**config.mk**
```make
export PLATFORM = sky130hd
export DESIGN_NAME = turfio_gen_shift_sequencer_flat
export DESIGN_NICKNAME = d
export VERILOG_FILES = /design/src/rtl/turfio_gen_shift_sequencer_if.sv /design/src/rtl/turfio_gen_shift_sequencer.sv /design/src/flat_wrapper.sv
export SDC_FILE = /design/constraint.sdc
export NUM_CORES = 1
export LEC_CHECK = 0
export ABC_AREA = 1
export CORE_MARGIN = 2
export CORE_UTILIZATION = 48
export CTS_CLUSTER_DIAMETER = 50
export DETAILED_ROUTE_END_ITERATION = 8
export PLACE_DENSITY = 0.8
export REMOVE_ABC_BUFFERS = 1
export SLEW_MARGIN = 20
export SYNTH_ARGS = -nofsm -noshare
export SYNTH_HDL_FRONTEND = slang
export SYNTH_SLANG_ARGS = --single-unit
export TNS_END_PERCENT = 100
```
**constraint.sdc**
```tcl
create_clock -name wb_clk_i -period 2.4 [get_ports wb_clk_i]
set_clock_uncertainty 0.05 [all_clocks]
set_input_delay 0.6 -clock wb_clk_i [delete_from_list [all_inputs] [get_ports wb_clk_i]]
set_output_delay 0.6 -clock wb_clk_i [all_outputs]
set_load 0.005 [all_outputs]
```
**src/rtl/turfio_gen_shift_sequencer_if.sv**
```systemverilog
// Command/response stream plus Wishbone classic master bundle
// for the TURFIO shift-register sequencer.
interface turfio_gen_shift_sequencer_if #(
    parameter int ADR_W = 12
);
    logic             cmd_valid_i;
    logic             cmd_ready_o;
    logic [1:0]       cmd_op_i;
    logic [ADR_W-1:0] cmd_adr_i;
    logic [31:0]      cmd_dat_i;
    logic             rsp_valid_o;
    logic             rsp_ready_i;
    logic [31:0]      rsp_dat_o;
    logic [1:0]       rsp_status_o;
    logic             wb_cyc_o;
    logic             wb_stb_o;
    logic             wb_we_o;
    logic [3:0]       wb_sel_o;
    logic [ADR_W-1:0] wb_adr_o;
    logic [31:0]      wb_dat_o;
    logic [31:0]      wb_dat_i;
    logic             wb_ack_i;
    logic             wb_err_i;

    modport master (
        input  cmd_valid_i, cmd_op_i, cmd_adr_i, cmd_dat_i,
        output cmd_ready_o,
        output rsp_valid_o, rsp_dat_o, rsp_status_o,
        input  rsp_ready_i,
        output wb_cyc_o, wb_stb_o, wb_we_o, wb_sel_o,
        output wb_adr_o, wb_dat_o,
        input  wb_dat_i, wb_ack_i, wb_err_i
    );

    modport slave (
        output cmd_valid_i, cmd_op_i, cmd_adr_i, cmd_dat_i,
        input  cmd_ready_o,
        input  rsp_valid_o, rsp_dat_o, rsp_status_o,
        output rsp_ready_i,
        input  wb_cyc_o, wb_stb_o, wb_we_o, wb_sel_o,
        input  wb_adr_o, wb_dat_o,
        output wb_dat_i, wb_ack_i, wb_err_i
    );
endinterface

```
**src/rtl/turfio_gen_shift_sequencer.sv**
```systemverilog
// Command-driven Wishbone master: WRITE/READ/POLL/DELAY commands,
// one single-beat access at a time, one response per command.
module turfio_gen_shift_sequencer #(
    parameter int ADR_W       = 12,
    parameter int POLL_GAP    = 16,
    parameter int MAX_POLLS   = 1024,
    parameter int ACK_TIMEOUT = 255
) (
    input  logic wb_clk_i,
    input  logic wb_rst_n_i,
    turfio_gen_shift_sequencer_if.master bus
);
    localparam int GW = $clog2(POLL_GAP + 1);
    localparam int PW = $clog2(MAX_POLLS + 1);
    localparam int WW = $clog2(ACK_TIMEOUT + 1);

    localparam logic [1:0] OP_WR   = 2'd0;
    localparam logic [1:0] OP_RD   = 2'd1;
    localparam logic [1:0] OP_POLL = 2'd2;
    localparam logic [1:0] OP_DLY  = 2'd3;

    localparam logic [1:0] ST_OK  = 2'd0;
    localparam logic [1:0] ST_ERR = 2'd1;
    localparam logic [1:0] ST_ATO = 2'd2;
    localparam logic [1:0] ST_PTO = 2'd3;

    typedef enum logic [2:0] {
        S_IDLE, S_BUS, S_GAP, S_DLY, S_RESP
    } state_e;

    state_e           state_q, state_d;
    logic [1:0]       op_q, op_d;
    logic [ADR_W-1:0] adr_q, adr_d;
    logic [31:0]      dat_q, dat_d;
    logic [15:0]      dly_q, dly_d;
    logic [GW-1:0]    gap_q, gap_d;
    logic [WW-1:0]    wd_q, wd_d;
    logic [PW-1:0]    pol_q, pol_d;
    logic [31:0]      rdat_q, rdat_d;
    logic [1:0]       st_q, st_d;
    logic [1:0]       sync_q;

    // Reset asserts at once but is released only after two clocks.
    always_ff @(posedge wb_clk_i or negedge wb_rst_n_i) begin
        if (!wb_rst_n_i) sync_q <= 2'b00;
        else             sync_q <= {sync_q[0], 1'b1};
    end

    always_ff @(posedge wb_clk_i or negedge wb_rst_n_i) begin
        if (!wb_rst_n_i) begin
            state_q <= S_IDLE;
            op_q    <= OP_WR;
            adr_q   <= '0;
            dat_q   <= '0;
            dly_q   <= '0;
            gap_q   <= '0;
            wd_q    <= '0;
            pol_q   <= '0;
            rdat_q  <= '0;
            st_q    <= ST_OK;
        end else begin
            state_q <= state_d;
            op_q    <= op_d;
            adr_q   <= adr_d;
            dat_q   <= dat_d;
            dly_q   <= dly_d;
            gap_q   <= gap_d;
            wd_q    <= wd_d;
            pol_q   <= pol_d;
            rdat_q  <= rdat_d;
            st_q    <= st_d;
        end
    end

    always_comb begin
        state_d = state_q;
        op_d    = op_q;
        adr_d   = adr_q;
        dat_d   = dat_q;
        dly_d   = dly_q;
        gap_d   = gap_q;
        wd_d    = wd_q;
        pol_d   = pol_q;
        rdat_d  = rdat_q;
        st_d    = st_q;
        unique case (state_q)
            S_IDLE: begin
                if (bus.cmd_valid_i && sync_q[1]) begin
                    op_d   = bus.cmd_op_i;
                    adr_d  = bus.cmd_adr_i;
                    dat_d  = bus.cmd_dat_i;
                    dly_d  = bus.cmd_dat_i[15:0];
                    pol_d  = '0;
                    wd_d   = '0;
                    rdat_d = '0;
                    st_d   = ST_OK;
                    if (bus.cmd_op_i != OP_DLY)
                        state_d = S_BUS;
                    else if (bus.cmd_dat_i[15:0] == 16'd0)
                        state_d = S_RESP;
                    else
                        state_d = S_DLY;
                end
            end
            S_BUS: begin
                if (bus.wb_err_i) begin
                    rdat_d  = '0;
                    st_d    = ST_ERR;
                    state_d = S_RESP;
                end else if (bus.wb_ack_i) begin
                    state_d = S_RESP;
                    if (op_q == OP_POLL) begin
                        rdat_d = bus.wb_dat_i;
                        pol_d  = pol_q + 1'b1;
                        if ((bus.wb_dat_i & dat_q) == 32'd0) begin
                            st_d = ST_OK;
                        end else if (pol_d == PW'(MAX_POLLS)) begin
                            st_d = ST_PTO;
                        end else begin
                            gap_d   = '0;
                            state_d = S_GAP;
                        end
                    end else begin
                        rdat_d = (op_q == OP_RD) ? bus.wb_dat_i : '0;
                    end
                end else if (wd_q == WW'(ACK_TIMEOUT - 1)) begin
                    rdat_d  = '0;
                    st_d    = ST_ATO;
                    state_d = S_RESP;
                end else begin
                    wd_d = wd_q + 1'b1;
                end
            end
            S_GAP: begin
                if (gap_q == GW'(POLL_GAP - 1)) begin
                    wd_d    = '0;
                    state_d = S_BUS;
                end else begin
                    gap_d = gap_q + 1'b1;
                end
            end
            S_DLY: begin
                if (dly_q <= 16'd1) state_d = S_RESP;
                else                dly_d = dly_q - 1'b1;
            end
            S_RESP: begin
                if (bus.rsp_ready_i) state_d = S_IDLE;
            end
            default: state_d = S_IDLE;
        endcase
    end

    assign bus.cmd_ready_o  = (state_q == S_IDLE) && sync_q[1];
    assign bus.rsp_valid_o  = (state_q == S_RESP);
    assign bus.rsp_dat_o    = rdat_q;
    assign bus.rsp_status_o = st_q;
    assign bus.wb_cyc_o     = (state_q == S_BUS);
    assign bus.wb_stb_o     = (state_q == S_BUS);
    assign bus.wb_we_o      = (state_q == S_BUS) && (op_q == OP_WR);
    assign bus.wb_sel_o     = (state_q == S_BUS) ? 4'hF : 4'h0;
    assign bus.wb_adr_o     = adr_q;
    assign bus.wb_dat_o     = dat_q;
endmodule
```
**src/flat_wrapper.sv**
```systemverilog
// flat-port wrapper written by rule: the top's interface ports become plain ports
module turfio_gen_shift_sequencer_flat 
#(
    parameter int ADR_W       = 12,
    parameter int POLL_GAP    = 16,
    parameter int MAX_POLLS   = 1024,
    parameter int ACK_TIMEOUT = 255
)
  (wb_clk_i, wb_rst_n_i, bus_cmd_valid_i, bus_cmd_op_i, bus_cmd_adr_i, bus_cmd_dat_i, bus_cmd_ready_o, bus_rsp_valid_o, bus_rsp_dat_o, bus_rsp_status_o, bus_rsp_ready_i, bus_wb_cyc_o, bus_wb_stb_o, bus_wb_we_o, bus_wb_sel_o, bus_wb_adr_o, bus_wb_dat_o, bus_wb_dat_i, bus_wb_ack_i, bus_wb_err_i);
  turfio_gen_shift_sequencer_if #(.ADR_W(ADR_W)) bus_i ();
  input  logic wb_clk_i;
  input  logic wb_rst_n_i;
  input wire logic [$bits(bus_i.cmd_valid_i)-1:0] bus_cmd_valid_i;
  input wire logic [$bits(bus_i.cmd_op_i)-1:0] bus_cmd_op_i;
  input wire logic [$bits(bus_i.cmd_adr_i)-1:0] bus_cmd_adr_i;
  input wire logic [$bits(bus_i.cmd_dat_i)-1:0] bus_cmd_dat_i;
  output wire logic [$bits(bus_i.cmd_ready_o)-1:0] bus_cmd_ready_o;
  output wire logic [$bits(bus_i.rsp_valid_o)-1:0] bus_rsp_valid_o;
  output wire logic [$bits(bus_i.rsp_dat_o)-1:0] bus_rsp_dat_o;
  output wire logic [$bits(bus_i.rsp_status_o)-1:0] bus_rsp_status_o;
  input wire logic [$bits(bus_i.rsp_ready_i)-1:0] bus_rsp_ready_i;
  output wire logic [$bits(bus_i.wb_cyc_o)-1:0] bus_wb_cyc_o;
  output wire logic [$bits(bus_i.wb_stb_o)-1:0] bus_wb_stb_o;
  output wire logic [$bits(bus_i.wb_we_o)-1:0] bus_wb_we_o;
  output wire logic [$bits(bus_i.wb_sel_o)-1:0] bus_wb_sel_o;
  output wire logic [$bits(bus_i.wb_adr_o)-1:0] bus_wb_adr_o;
  output wire logic [$bits(bus_i.wb_dat_o)-1:0] bus_wb_dat_o;
  input wire logic [$bits(bus_i.wb_dat_i)-1:0] bus_wb_dat_i;
  input wire logic [$bits(bus_i.wb_ack_i)-1:0] bus_wb_ack_i;
  input wire logic [$bits(bus_i.wb_err_i)-1:0] bus_wb_err_i;
  assign bus_i.cmd_valid_i = bus_cmd_valid_i;
  assign bus_i.cmd_op_i = bus_cmd_op_i;
  assign bus_i.cmd_adr_i = bus_cmd_adr_i;
  assign bus_i.cmd_dat_i = bus_cmd_dat_i;
  assign bus_cmd_ready_o = bus_i.cmd_ready_o;
  assign bus_rsp_valid_o = bus_i.rsp_valid_o;
  assign bus_rsp_dat_o = bus_i.rsp_dat_o;
  assign bus_rsp_status_o = bus_i.rsp_status_o;
  assign bus_i.rsp_ready_i = bus_rsp_ready_i;
  assign bus_wb_cyc_o = bus_i.wb_cyc_o;
  assign bus_wb_stb_o = bus_i.wb_stb_o;
  assign bus_wb_we_o = bus_i.wb_we_o;
  assign bus_wb_sel_o = bus_i.wb_sel_o;
  assign bus_wb_adr_o = bus_i.wb_adr_o;
  assign bus_wb_dat_o = bus_i.wb_dat_o;
  assign bus_i.wb_dat_i = bus_wb_dat_i;
  assign bus_i.wb_ack_i = bus_wb_ack_i;
  assign bus_i.wb_err_i = bus_wb_err_i;
  turfio_gen_shift_sequencer #(.ADR_W(ADR_W), .POLL_GAP(POLL_GAP), .MAX_POLLS(MAX_POLLS), .ACK_TIMEOUT(ACK_TIMEOUT)) u_core (.wb_clk_i(wb_clk_i), .wb_rst_n_i(wb_rst_n_i), .bus(bus_i));
endmodule
```
==> impl_metrics.ini <==
[cells_and_area]
utilization_pct = 70.5
nNetsFinal = 1066
drive_above_1_share_pct = 8.60
antenna_cells = 0
area_delta_synth_final_pct = 44.8

[synthesis]
syn_area_um2 = 6070
synth-adder-area-share_pct = 1.44
synth_ff_type = dfrtp_1
yosys.area_share.simple_pct = 25.8
synth-compound-area-share_pct = 11.3
synth_xor_area_share_pct = 1.01
synthArstFlopShare_pct = 100
syn_inst = 776
ys_seq_area_share_pct = 51.6
synth_top_area_cell = dfrtp_1
ys_warn_count = 0
synth-seq-cells = 125
synth_top_area_share_pct = 51.6
synth_area_per_cell_um2 = 7.82
netlist_top_cells_area = dfrtp_1 (52%), nand2_1 (16%), o21ai_0 (6.6%), inv_1 (6.0%), nor2_1 (3.3%)
synth_edf_count = 0
yosys.cell_types.count = 41
synth_top_family_by_area = simple AND/OR/NAND/NOR gates
muxShareOfSynthArea_pct = 0.186

[setup_path]
crit_slowest_cell = clkdlybuf4s50_1
cp.required_ns = 1.75
reg2reg_from = u_core.gap_q[0]$_DFFE_PN0P_
path_buf_inv = 1
worstSetupStartpointType = flop
crit_path_end_kind = primary output
reg2reg_depth = 12
slowest_delay_ns = 0.55
path_depth = 2
cp_max_fo = 4
crit_type = reg2out
timing.critical_path.cells = nor3_1, clkdlybuf4s50_1
cp.arrival_ns = 1.66
crit_family = buffers and inverters
worstSetupStartpoint = u_core.state_q[1]$_DFFE_PN0P_

[pwr]
power.density_nw_per_um2 = 1100
p_leak_nw = 4.29
ir_worst_vdd_uv = 646
power_mw = 9.67

[cts]
cts_tree = yes
cts_root_buf = clkbuf_16
path_clk_slew_ns = 0.05
clk_latency_ns = 0.41
cts_buffers = 17
cts.path.max_buffers = 2
htreeDepth = 4
cts_sinks = 125
ctsHoldBuffers = 0

[die]
core_area_um2 = 12500
io_pins = 171
rows = 41
initial_core_util_pct = 48.7
die_x_um = 116
die_area_um2 = 13600
die_h_um = 116

[timing]
slew_violations = 0
min_period_over_period_pct = 96.3
fmax_ghz = 0.433
setup_viol = 0
min_period_ns = 2.31
rsz0062_at_grt = false
fin_setup_tns_ns = 0
hold_viol = 0

[detailed_routing]
vias = 5827
dr.pass1.iters = 5
ant_nets = 0
wl_per_cell_um = 15.0
remaining_drc_errors = 0
via_per_inst = 5.02
drtIter0Drc = 533
drt_wl_total_um = 17400

[placed_design]
dp_hpwl_um = 12700
place_congestion = 0.879
io_buffers = 170

[grt]
grt_pass1_vias = 5696
track_usage_pct = 26.9
grt_pass1_wl_um = 27800
antenna_found_initial = 0
grt_max_degree = 55
grt_overflow = 0

[min_path]
min_path_type = in2async

[status]
run_status = completed

[run]
drv_cap = 0
[layer usage]
layer / global-route usage (%) / part of all wire, % / vias up
li1: - / - / 2873
met5: 0 / 0 / -
met1: 32.9 / 41 / 2726
met2: 46.2 / 50 / 198
met4: 9.76 / 2.6 / 0
met3: 6.95 / 6.3 / 30
[worst reg2reg max path: cells and delay by family (launching register included)]
kind,cells,cell delay [ns]
fa+ha+maj,2,0.37
buf+inv,1,0.16
flops,1,0.40
simple gates,7,0.81
compound gates,2,0.20
[placed cells by master, fill, tap and decap left out, types with 2 or more instances in the layout]
| master | count |
|---|---|
| nor2_4 | 2 |
| inv_1 | 96 |
| clkbuf_8 | 5 |
| buf_12 | 6 |
| xnor2_1 | 2 |
| nor3_1 | 9 |
| ha_1 | 7 |
| o22ai_1 | 6 |
| nor4_1 | 2 |
| buf_4 | 29 |
| dfrtp_2 | 2 |
| a31oi_1 | 2 |
| xor2_1 | 5 |
| o21ai_0 | 79 |
| clkdlybuf4s50_1 | 161 |
| dfrtp_1 | 123 |
| inv_2 | 6 |
| o21ai_1 | 12 |
| nand3_1 | 25 |
| clkbuf_1 | 4 |
| nor2_1 | 52 |
| clkbuf_16 | 17 |
| nand2_1 | 261 |
| dlymetal6s2s_1 | 6 |
| nor3_2 | 2 |
| clkinv_2 | 4 |
| nor2_2 | 2 |
| nand4_1 | 18 |
| a21oi_1 | 19 |
[sequential cells by signal (all words and copies together), names as in the netlist]
name / flops
u_core.sync_q: 2
u_core.bus.wb_adr_o: 12
u_core.state_q: 3
u_core.wd_q: 8
u_core.bus.rsp_dat_o: 32
u_core.gap_q: 5
u_core.pol_q: 11
u_core.bus.rsp_status_o: 2
u_core.dly_q: 16
u_core.bus.wb_dat_o: 32
u_core.op_q: 2
[path summary, 6_finish.rpt]
path	to	slack, ns
max	bus_rsp_valid_o	0.09
min	u_core.bus.wb_adr_o[1]$_DFFE_PN0P_	0.08
max reg2reg	u_core.bus.rsp_dat_o[5]$_DFFE_PN0P_	0.25
min reg2reg	u_core.sync_q[1]$_DFF_PN0_	0.30
max in group asynchronous	u_core.state_q[1]$_DFFE_PN0P_	1.47
min in group wb_clk_i	u_core.sync_q[1]$_DFF_PN0_	0.30
[power breakdown]
| part | total [mW] | internal, mW | switching [mW] |
|---|---|---|---|
| registers | 3.37 | 2.82 | 0.546 |
| logic | 3.86 | 1.99 | 1.86 |
| clock network | 2.45 | 1.55 | 0.892 |
| total | 9.67 | 6.37 | 3.30 |
[cell usage after synthesis (2+ instances only)]
cell type / instances
nand2_1: 261
dfrtp_1: 125
inv_1: 97
o21ai_0: 80
nor2_1: 54
nand3_1: 25
a21oi_1: 19
nand4_1: 18
clkbuf_1: 15
o21ai_1: 12
nor3_1: 11
ha_1: 7
o22ai_1: 6
buf_4: 5
inv_2: 5
xor2_1: 5
buf_6: 3
a31oi_1: 2
buf_2: 2
nor4_1: 2
xnor2_1: 2
[logic make-up after synthesis]
group | count (synthesis)
compound gates | 128
xor+xnor | 7
fa+ha+maj | 7
buf+inv | 127
flops | 125
mux | 1
other cells | 1
simple gates | 380
[metrics by stage]
step                hold slack, ns  instance area [µm²]  cells  setup WS, ns
floorplan                    0.254                 5930    751        -0.559
global placement             0.282                 8150   1123       0.00386
detailed placement           0.291                 8150   1123       -0.0424
CTS                         0.0963                 8740   1157        0.0175
global route                 0.102                 8790   1160       0.00361
finish                      0.0845                 8790   1160        0.0882
[cell type report]
cell class | count | area, µm²
Tap cell | 172 | 215
Clock buffer | 26 | 509
Clock inverter | 6 | 57.6
Inverter | 102 | 383
Fill cell | 982 | 3680
Multi-Input combinational cell | 524 | 2440
Timing Repair Buffer | 205 | 2050
Sequential cell | 125 | 3130
[timing repair]
action / 4_1_cts / 5_1_grt
setup buffers: 2 / 3
gates cloned: 0 / 0
resized for setup: 7 / 11
setup endpoints to repair: 8 / 11
pin swaps: 1 / 1
No activity file was read; power rests on OpenSTA's default activity.
